<file path="src/rtl/mdu_divider_if.sv">
// Handshake and result bundle between the EX-stage control and the divider.
interface mdu_divider_if #(
    parameter int unsigned WIDTH = 32
) ();
    logic             start;
    logic             is_signed;
    logic [WIDTH-1:0] dividend;
    logic [WIDTH-1:0] divisor;
    logic             flush;
    logic             busy;
    logic             done;
    logic [WIDTH-1:0] quotient;
    logic [WIDTH-1:0] remainder;
    logic             div_by_zero;

    // Pipeline side: issues requests and reads results
    modport master (
        output start, is_signed, dividend, divisor, flush,
        input  busy, done, quotient, remainder, div_by_zero
    );

    // Divider side
    modport slave (
        input  start, is_signed, dividend, divisor, flush,
        output busy, done, quotient, remainder, div_by_zero
    );
endinterface

</file>
<file path="src/rtl/mdu_divider.sv">
// Multi-cycle radix-2 restoring divider for DIV/DIVU.
// One quotient bit per cycle on magnitudes; signs are applied in a final fix-up cycle.
module mdu_divider #(
    parameter int unsigned WIDTH = 32
) (
    input logic         clk,
    input logic         rst_n,
    mdu_divider_if.slave bus
);

    localparam int unsigned CntW = (WIDTH > 2) ? $clog2(WIDTH) : 1;

    typedef enum logic [1:0] {StIdle, StRun, StFix, StDone} state_e;

    state_e state_q, state_d;

    logic [CntW-1:0]  cnt_q;
    logic [WIDTH-1:0] quo_q;          // dividend bits shift out, quotient bits shift in
    logic [WIDTH:0]   rem_q;          // one extra bit so the compare never overflows
    logic [WIDTH-1:0] divisor_mag_q;
    logic             neg_quo_q;
    logic             neg_rem_q;
    logic             dbz_q;

    logic [WIDTH-1:0] quotient_q;
    logic [WIDTH-1:0] remainder_q;
    logic             dbz_out_q;

    logic             load;
    logic             dividend_neg;
    logic             divisor_neg;
    logic [WIDTH-1:0] dividend_mag;
    logic [WIDTH-1:0] divisor_mag;
    logic [WIDTH:0]   rem_shift;
    logic             rem_ge;
    logic [WIDTH:0]   rem_step;
    logic [WIDTH-1:0] quo_step;
    logic [WIDTH-1:0] quo_fix;
    logic [WIDTH-1:0] rem_fix;

    // A new request is taken only when not busy; flush wins over start
    assign load = bus.start && !bus.flush && (state_q == StIdle || state_q == StDone);

    // Operand magnitudes and the shift-subtract step
    always_comb begin
        dividend_neg = bus.is_signed & bus.dividend[WIDTH-1];
        divisor_neg  = bus.is_signed & bus.divisor[WIDTH-1];
        dividend_mag = dividend_neg ? (~bus.dividend + WIDTH'(1)) : bus.dividend;
        divisor_mag  = divisor_neg ? (~bus.divisor + WIDTH'(1)) : bus.divisor;

        rem_shift = (rem_q << 1) | {{WIDTH{1'b0}}, quo_q[WIDTH-1]};
        rem_ge    = rem_shift >= {1'b0, divisor_mag_q};
        rem_step  = rem_ge ? (rem_shift - {1'b0, divisor_mag_q}) : rem_shift;
        quo_step  = {quo_q[WIDTH-2:0], rem_ge};

        // Remainder follows the dividend's sign; quotient negated when signs differ
        quo_fix = neg_quo_q ? (~quo_q + WIDTH'(1)) : quo_q;
        rem_fix = neg_rem_q ? (~rem_q[WIDTH-1:0] + WIDTH'(1)) : rem_q[WIDTH-1:0];
    end

    // Next-state logic
    always_comb begin
        state_d = state_q;
        unique case (state_q)
            StIdle: if (bus.start) state_d = StRun;
            StRun:  if (cnt_q == '0) state_d = StFix;
            StFix:  state_d = StDone;
            StDone: state_d = bus.start ? StRun : StIdle;
            default: state_d = StIdle;
        endcase
        if (bus.flush) state_d = StIdle;
    end

    // State register
    always_ff @(posedge clk) begin
        if (!rst_n) begin
            state_q <= StIdle;
        end else begin
            state_q <= state_d;
        end
    end

    // Iteration datapath and held result registers
    always_ff @(posedge clk) begin
        if (!rst_n) begin
            cnt_q         <= '0;
            quo_q         <= '0;
            rem_q         <= '0;
            divisor_mag_q <= '0;
            neg_quo_q     <= 1'b0;
            neg_rem_q     <= 1'b0;
            dbz_q         <= 1'b0;
            quotient_q    <= '0;
            remainder_q   <= '0;
            dbz_out_q     <= 1'b0;
        end else begin
            if (load) begin
                cnt_q         <= CntW'(WIDTH - 1);
                quo_q         <= dividend_mag;
                rem_q         <= '0;
                divisor_mag_q <= divisor_mag;
                neg_quo_q     <= dividend_neg ^ divisor_neg;
                neg_rem_q     <= dividend_neg;
                dbz_q         <= (bus.divisor == '0);
            end else if (state_q == StRun && !bus.flush) begin
                rem_q <= rem_step;
                quo_q <= quo_step;
                cnt_q <= cnt_q - CntW'(1);
            end
            // A zero divisor leaves the dividend in rem, so only the quotient is forced
            if (state_q == StFix && !bus.flush) begin
                quotient_q  <= dbz_q ? '1 : quo_fix;
                remainder_q <= rem_fix;
                dbz_out_q   <= dbz_q;
            end
        end
    end

    assign bus.busy        = (state_q == StRun) || (state_q == StFix);
    assign bus.done        = (state_q == StDone);
    assign bus.quotient    = quotient_q;
    assign bus.remainder   = remainder_q;
    assign bus.div_by_zero = dbz_out_q;

endmodule

</file>
<file path="src/flat_wrapper.sv">
// flat-port wrapper written by rule: the top's interface ports become plain ports
module mdu_divider_flat 
#(
    parameter int unsigned WIDTH = 32
)
  (clk, rst_n, bus_start, bus_is_signed, bus_dividend, bus_divisor, bus_flush, bus_busy, bus_done, bus_quotient, bus_remainder, bus_div_by_zero);
  mdu_divider_if #(.WIDTH(WIDTH)) bus_i ();
  input logic clk;
  input logic rst_n;
  input wire logic [$bits(bus_i.start)-1:0] bus_start;
  input wire logic [$bits(bus_i.is_signed)-1:0] bus_is_signed;
  input wire logic [$bits(bus_i.dividend)-1:0] bus_dividend;
  input wire logic [$bits(bus_i.divisor)-1:0] bus_divisor;
  input wire logic [$bits(bus_i.flush)-1:0] bus_flush;
  output wire logic [$bits(bus_i.busy)-1:0] bus_busy;
  output wire logic [$bits(bus_i.done)-1:0] bus_done;
  output wire logic [$bits(bus_i.quotient)-1:0] bus_quotient;
  output wire logic [$bits(bus_i.remainder)-1:0] bus_remainder;
  output wire logic [$bits(bus_i.div_by_zero)-1:0] bus_div_by_zero;
  assign bus_i.start = bus_start;
  assign bus_i.is_signed = bus_is_signed;
  assign bus_i.dividend = bus_dividend;
  assign bus_i.divisor = bus_divisor;
  assign bus_i.flush = bus_flush;
  assign bus_busy = bus_i.busy;
  assign bus_done = bus_i.done;
  assign bus_quotient = bus_i.quotient;
  assign bus_remainder = bus_i.remainder;
  assign bus_div_by_zero = bus_i.div_by_zero;
  mdu_divider #(.WIDTH(WIDTH)) u_core (.clk(clk), .rst_n(rst_n), .bus(bus_i));
endmodule
</file>
<file path="config.mk">
export PLATFORM = sky130hd
export DESIGN_NAME = mdu_divider_flat
export DESIGN_NICKNAME = d
export VERILOG_FILES = /design/src/rtl/mdu_divider_if.sv /design/src/rtl/mdu_divider.sv /design/src/flat_wrapper.sv
export SDC_FILE = /design/constraint.sdc
export NUM_CORES = 1
export LEC_CHECK = 0
export CAP_MARGIN = 10
export CORE_MARGIN = 3
export CORE_UTILIZATION = 47
export DETAILED_ROUTE_END_ITERATION = 6
export PLACE_DENSITY = 0.69
export SLEW_MARGIN = 20
export SYNTH_ARGS = -nofsm -noshare
export SYNTH_HDL_FRONTEND = slang
export SYNTH_SLANG_ARGS = --single-unit
</file>
<file path="constraint.sdc">
create_clock -name clk -period 3 [get_ports clk]
set_clock_uncertainty 0.05 [all_clocks]
set_input_delay 0.6 -clock clk [delete_from_list [all_inputs] [get_ports clk]]
set_output_delay 0.6 -clock clk [all_outputs]
set_load 0.01 [all_outputs]
</file>
Yosys cells after proc, flatten, opt, wreduce, memory -nomap -nowiden --
Index checks and enable logic that the tools add are counted.
Operators by class: equality and inequality tests 5, add/subtract/negate cells 6, shift-type cells 0, multipliers 0, div/mod/pow operators 0, bitwise gates (word level) 9, reductions and logical operators 14, mux-type cells 14, $lt $le $gt $ge 1
Operator list (number):
- 32-bit 2-to-1 mux | 8
- 32-bit by 1-bit adder with 32-bit output, second input constant | 4
- 32-bit inverter | 4
- 33-bit by 32-bit >= comparator with 1-bit output | 1
- 33-bit by 1-bit OR with 33-bit output | 1
- 32-bit zero test | 1
- 32-bit subtractor | 1
- 5-bit 2-to-1 mux | 2
- 2-bit one-hot mux with 4 select lines | 1
- 5-bit zero test | 1
- 5-bit by 1-bit subtractor with 5-bit output, second input constant | 1
- 2-bit equality test, second input constant | 2
- 1-bit logical AND | 4
- 2-bit 2-to-1 mux | 2
- 2-bit OR reduction | 2
- 1-bit bitwise AND | 2
- 2-bit by 1-bit equality test with 1-bit output, second input constant | 1
- 2-bit zero test | 1
- 1-bit logical OR | 2
- 2-bit by 1-bit != test with 1-bit output, second input constant | 1
- 2-bit != test, second input constant | 1
- 2-bit AND reduction | 1
- 2-bit nonzero test | 1
- 1-bit zero test | 1
- other kinds (3) | 3
Storage, ports and cells: output and inout port bits 67, bits in latches 0, input bits 69, register bits 171, memories 0, memory bits (read-only) 0, RAM bits 0, word-level logic and storage cells 60

Longest topological paths before layout --
depth after elaboration 4, mapped depth 14, mapped depth without buffers 13

Least setup slack after synthesis --
OpenSTA, ideal clock, no wires.
path kind reg-to-reg, from register u_core.rem_q[25], to register u_core.rem_q[10], setup time 0.132 ns, required time 2.818 ns, clock period less this slack 2.897 ns, path buffers 3, arrival 2.714 ns, setup slack 0.103 ns, stages on the path, launching flop included 13, path through dfxtp_1 > ha_1 > clkbuf_1 > a21o_1 > a21o_1 > a2111oi_0 > a21oi_1 > or3_1 > a41oi_1 > buf_2 > buf_4 > mux2i_1 > a21oi_1
Between the ends: cells in the longest elaborated chain, start to end 3
Ends and longest elaborated chain:
- start: declaration | RTL line mdu_divider.sv:19 | logic [WIDTH:0] rem_q;
- start signal: assignment | RTL line mdu_divider.sv:106 | rem_q <= rem_step;
- 33-bit by 1-bit OR with 33-bit output | RTL line mdu_divider.sv:51 | rem_shift = (rem_q << 1) | {{WIDTH{1'b0}}, quo_q[WIDTH-1]};
- 33-bit by 32-bit >= comparator with 1-bit output | RTL line mdu_divider.sv:52 | rem_ge = rem_shift >= {1'b0, divisor_mag_q};
- 32-bit 2-to-1 mux | RTL line mdu_divider.sv:53 | rem_step = rem_ge ? (rem_shift - {1'b0, divisor_mag_q}) : rem_shift;
Every way passes these cells. A chain may end at the register's enable or synchronous reset.

Final worst setup path --
from register u_core.rem_q[15], to register u_core.rem_q[19]
Between the ends: cells in the longest elaborated chain, start to end 3, elaborated cells between the ends (all ways) 4, those cells by class 1 x add/sub; 1 x order compare; 1 x mux; 1 x bitwise
Ends and longest elaborated chain (RTL line):
- 33-bit by 1-bit OR with 33-bit output (*) | mdu_divider.sv:51
- 32-bit subtractor or 33-bit by 32-bit >= comparator with 1-bit output (tied branches) | mdu_divider.sv:53, mdu_divider.sv:52
- 32-bit 2-to-1 mux (*) | mdu_divider.sv:53
Every way passes the cells marked *; elsewhere a longest branch is shown, timed or not.

==> impl_summary.txt <==
----------------------------------------------------
[Status]
  Run status ... finished, final reports clean

[Floorplanning]
  Core Footprint ... 0.0228 sq mm
  Number of I/O pins ... 136
  Initial Utilization ... 48.2%
  Die outline height ... 159 microns
  Standard-cell row count ... 55
  Die Wd ... 159 microns
  DIE AREA ... 0.0252 sq mm

[Clock network]
  CTS tree ... built
  Num Clock Sinks ... 171
  Clock tree root driver cell ... sky130_fd_sc_hd__clkbuf_16
  Max Buffers Root-to-Sink ... 2
  H-Tree Level Count ... 4
  Clock transition at the registers of the reported paths ... 0.07 ns
  Clock network latency to the later pin of the worst-skew pair ... 0.43 ns
  Post-CTS Hold Buffers ... 0
  Cts bufs inserted ... 17

[Logic synthesis]
  Post-synth net total ... 1,497
  Post-synthesis cell area ... 0.0110 sq mm
  Fraction of registers with async set/reset ... 0%
  Total number of yosys warnings ... 0
  Leading register cell type out of synthesis ... sky130_fd_sc_hd__dfxtp_1
  Synth Register Bits ... 171
  Number of library cell types mapped by synthesis ... 62
  Cells after Synth ... 1,384
  Synth Area per Inst ... 7.94 sq um
  Count of flip-flops with a built-in enable after synthesis ... 0
  Part of the Yosys area used for sequential elements ... 31.2%

[Worst hold path]
  Number of cells on the worst hold path ... 2
  Hold Path Class ... reg -> reg
  Hold Path End ... u_core.divisor_mag_q[31]
  Source of the worst hold timing path ... u_core.divisor_mag_q[31]

[Pwr]
  Power Density ... 469 mW/mm^2
  Gate power share ... 28.5%
  Proportion of power drawn by the clock network ... 34.2%
  Largest voltage drop on the vdd net ... 0.313 mV
  Switching Power ... 2.10 mW
  Cell leakage power ... 6.53 nW
  Total power ... 6.66 mW
  Sequential share of power ... 37.3%
  Internal power ... 4.55 mW
  Switching fraction of total power ... 31.6%

[Routing]
  Drt total wl ... 30,700 microns
  Drt pass-1 iters ... 5
  Detailed-route DRC error count ... 0
  Vias post-DR ... 10,671
  Via density ... 5.61
  ANT nets after route ... 0
  Wire length per cell after detailed routing ... 16.2 microns
  Drt initial violations ... 877
  Metal2 WL ... 13,100 microns
  Detailed-routing wirelength on met1 ... 15,300 microns
  Max Used Layer ... met4
  Routed wl met3 ... 1840 microns

[Critical path]
  Req. time, crit path ... 3.26 ns
  Worst path arrival time ... 3.20 ns
  Critical path capture point type ... register
  R2r endpoint ... u_core.rem_q[19]
  R2R Path Start ... u_core.rem_q[15]
  Register-to-Register Path Depth ... 12
  Kind of critical path ... reg -> reg
  Flop2flop setup slack ... 0.05 ns
  Maximum fanout encountered on the critical timing path ... 13
  Critical Path Source Type ... register

[Global route]
  Total overflow reported by the global router ... 0
  Initial antenna violation count ... 0
  Global-route wire length before repair ... 48,900 microns
  Pin count of the biggest net entering global routing ... 130
  Overall Global Routing Usage ... 23.0%
  Number of global-route vias before repair ... 9,659

[Place]
  IO Port Bufs ... 135
  RePlAce Congestion ... 0.954
  Detailed-placement wirelength estimate ... 22,600 microns
  Count of placed standard cells including taps ... 1,864

[STA]
  Final max-slew violation count ... 0
  Time the final worst path needs with I/O delays and setup ... 2.95 ns
  Slew at the pin closest to its max-slew limit ... 0.806 ns
  Finish-stage setup viols ... 0
  F_max ... 0.339 GHz
  Final worst path period share ... 98.2%
  Unrepaired setup endpoints after global routing ... yes
  Final Hold Vio Count ... 0
  Setup total negative slack ... 0 ns
  Max-Slew Margin vs Limit ... 46.2%

[Finish]
  Filler-free cell count of the finished design ... 1,902
  Layout overhead on the synthesized area ... 29.2%
  Proportion of layout cells with a drive suffix above 1 ... 13.0%
  Final #Nets ... 1,689
  Fillers ... 2,051
  Total inserted antenna cells ... 0

[Job]
  Max-cap violation count ... 0

----------------------------------------------------
## placed cells by master (no fill, tap or decap), types with 6 or more instances in the layout
cell type	n
sky130_fd_sc_hd__nor4_1	9
sky130_fd_sc_hd__clkbuf_16	18
sky130_fd_sc_hd__or4_1	11
sky130_fd_sc_hd__nor3_1	29
sky130_fd_sc_hd__nand2b_1	10
sky130_fd_sc_hd__a31oi_1	9
sky130_fd_sc_hd__o211ai_1	9
sky130_fd_sc_hd__o41ai_1	9
sky130_fd_sc_hd__dfxtp_1	167
sky130_fd_sc_hd__nor2_1	47
sky130_fd_sc_hd__nand3_1	45
sky130_fd_sc_hd__o21a_1	11
sky130_fd_sc_hd__o211a_1	73
sky130_fd_sc_hd__a21oi_1	114
sky130_fd_sc_hd__or3_1	13
sky130_fd_sc_hd__ha_1	38
sky130_fd_sc_hd__and2_1	10
sky130_fd_sc_hd__nand4_1	7
sky130_fd_sc_hd__xor2_1	88
sky130_fd_sc_hd__a21oi_2	6
sky130_fd_sc_hd__nand2_1	193
sky130_fd_sc_hd__inv_1	57
sky130_fd_sc_hd__mux2i_1	27
sky130_fd_sc_hd__o21ai_0	111
sky130_fd_sc_hd__and3_1	10
sky130_fd_sc_hd__buf_4	122
sky130_fd_sc_hd__a211oi_1	8
sky130_fd_sc_hd__a21o_1	11
sky130_fd_sc_hd__a21boi_0	12
sky130_fd_sc_hd__xnor2_1	54
sky130_fd_sc_hd__o31ai_1	26
sky130_fd_sc_hd__clkdlybuf4s50_1	134
sky130_fd_sc_hd__o21ai_1	7
sky130_fd_sc_hd__o311a_1	8
## per-stage QoR
| step | hold WS (ns) | cell area, sq um | utilization, % | setup WS (ns) |
|---|---|---|---|---|
| after floorplan | 0.391 | 11000 | - | 0.103 |
| after global placement | 0.408 | 13400 | 58.7 | -0.293 |
| after detailed placement | 0.421 | 13400 | 58.7 | -0.353 |
| after CTS | 0.412 | 14000 | 61.4 | 0.00738 |
| after global routing | 0.426 | 14200 | 62.3 | -0.126 |
| final | 0.421 | 14200 | 62.3 | 0.0540 |
## state kept, by name, summed over array words and instances, names as in the netlist
signal,cells
u_core.divisor_mag_q,32
u_core.bus.remainder,32
u_core.neg_rem_q,1
u_core.neg_quo_q,1
u_core.quo_q,32
u_core.dbz_q,1
u_core.bus.div_by_zero,1
u_core.rem_q,32
u_core.bus.quotient,32
u_core.state_q,2
u_core.cnt_q,5
## worst max-delay path: stages, from the launching register on
cell	delay, ns
sky130_fd_sc_hd__dfxtp_1	0.40
sky130_fd_sc_hd__ha_1	0.27
sky130_fd_sc_hd__and3_1	0.21
sky130_fd_sc_hd__and2_1	0.21
sky130_fd_sc_hd__and4_1	0.25
sky130_fd_sc_hd__nand3_1	0.17
sky130_fd_sc_hd__a21oi_2	0.09
sky130_fd_sc_hd__or3_4	0.35
sky130_fd_sc_hd__a41oi_4	0.21
sky130_fd_sc_hd__buf_12	0.15
sky130_fd_sc_hd__buf_12	0.15
sky130_fd_sc_hd__mux2i_1	0.22
sky130_fd_sc_hd__a21oi_1	0.08
## area by class of cell
type | instances | area (sq um) | share of cell area (%)
Clock buffer | 18 | 439 | 3.10
Tap cell | 313 | 392 | 2.76
Sequential cell | 171 | 3430 | 24.2
Inverter | 58 | 218 | 1.53
Clock inverter | 14 | 161 | 1.14
Timing Repair Buffer | 263 | 2390 | 16.9
Multi-Input combinational cell | 1065 | 7150 | 50.4
## power groups by stage
stage                     combinational (mW)  sequential, mW  clock [mW]
after floorplan                         1.17            2.50           0
after global routing                    2.08            2.50        2.38
after detailed placement                1.76            2.53           0
final                                   1.89            2.49        2.28
after global placement                  1.73            2.53           0
after CTS                               1.78            2.48        2.30
## Yosys cell counts (all sizes together), types with 30 or more instances
cell / instances / area share, %
o211a: 73 / 6.7
dfxtp: 171 / 31
nand2: 194 / 6.6
inv: 58 / 2.0
nor3: 30 / 1.4
nor2: 48 / 1.6
o21ai: 119 / 5.4
clkbuf: 81 / 2.8
ha: 43 / 4.9
xor2: 89 / 7.1
a21oi: 120 / 5.5
xnor2: 54 / 4.3
nand3: 45 / 2.1
## cells by family (layout without fill, tap and decap cells)
group / count (synthesis) / after routing / synth area share [%]
multiplexers: 28 / 28 / 2.56
buffers and inverters: 148 / 353 / 5.25
AO/OA/AOI/OAI: 435 / 435 / 26.6
AND/OR/NAND/NOR: 415 / 415 / 18.0
adder cells (fa/ha/maj): 44 / 44 / 5.08
XOR/XNOR: 143 / 143 / 11.4
flip-flops: 171 / 171 / 31.2
## worst max-delay path by stage
stage | start | to | slack [ns] | cells past startpoint
final | u_core.rem_q[15] | u_core.rem_q[19] | 0.05 | 12
after floorplan | u_core.rem_q[25] | u_core.rem_q[10] | 0.10 | 12
after CTS | u_core.divisor_mag_q[26] | u_core.rem_q[19] | 0.007 | 11
after global placement | bus_divisor[20] | u_core.divisor_mag_q[30] | -0.29 | 8
after detailed placement | bus_divisor[20] | u_core.divisor_mag_q[30] | -0.35 | 8
after global routing | u_core.divisor_mag_q[26] | u_core.rem_q[20] | -0.13 | 12
## per-layer routing
metal  vias to the layer above  GRT usage, %
met2                       344          34.7
met3                        41          2.90
met5                         -             0
met4                         0          5.69
li1                       5338             -
met1                      4948          34.7
## what timing repair did
item	CTS	global route
pin swaps	0	9
buffers inserted	1	4
cloned	0	1
resized for setup	2	37
setup endpoints to repair	13	38
Power figures use the tool's default switching activity.
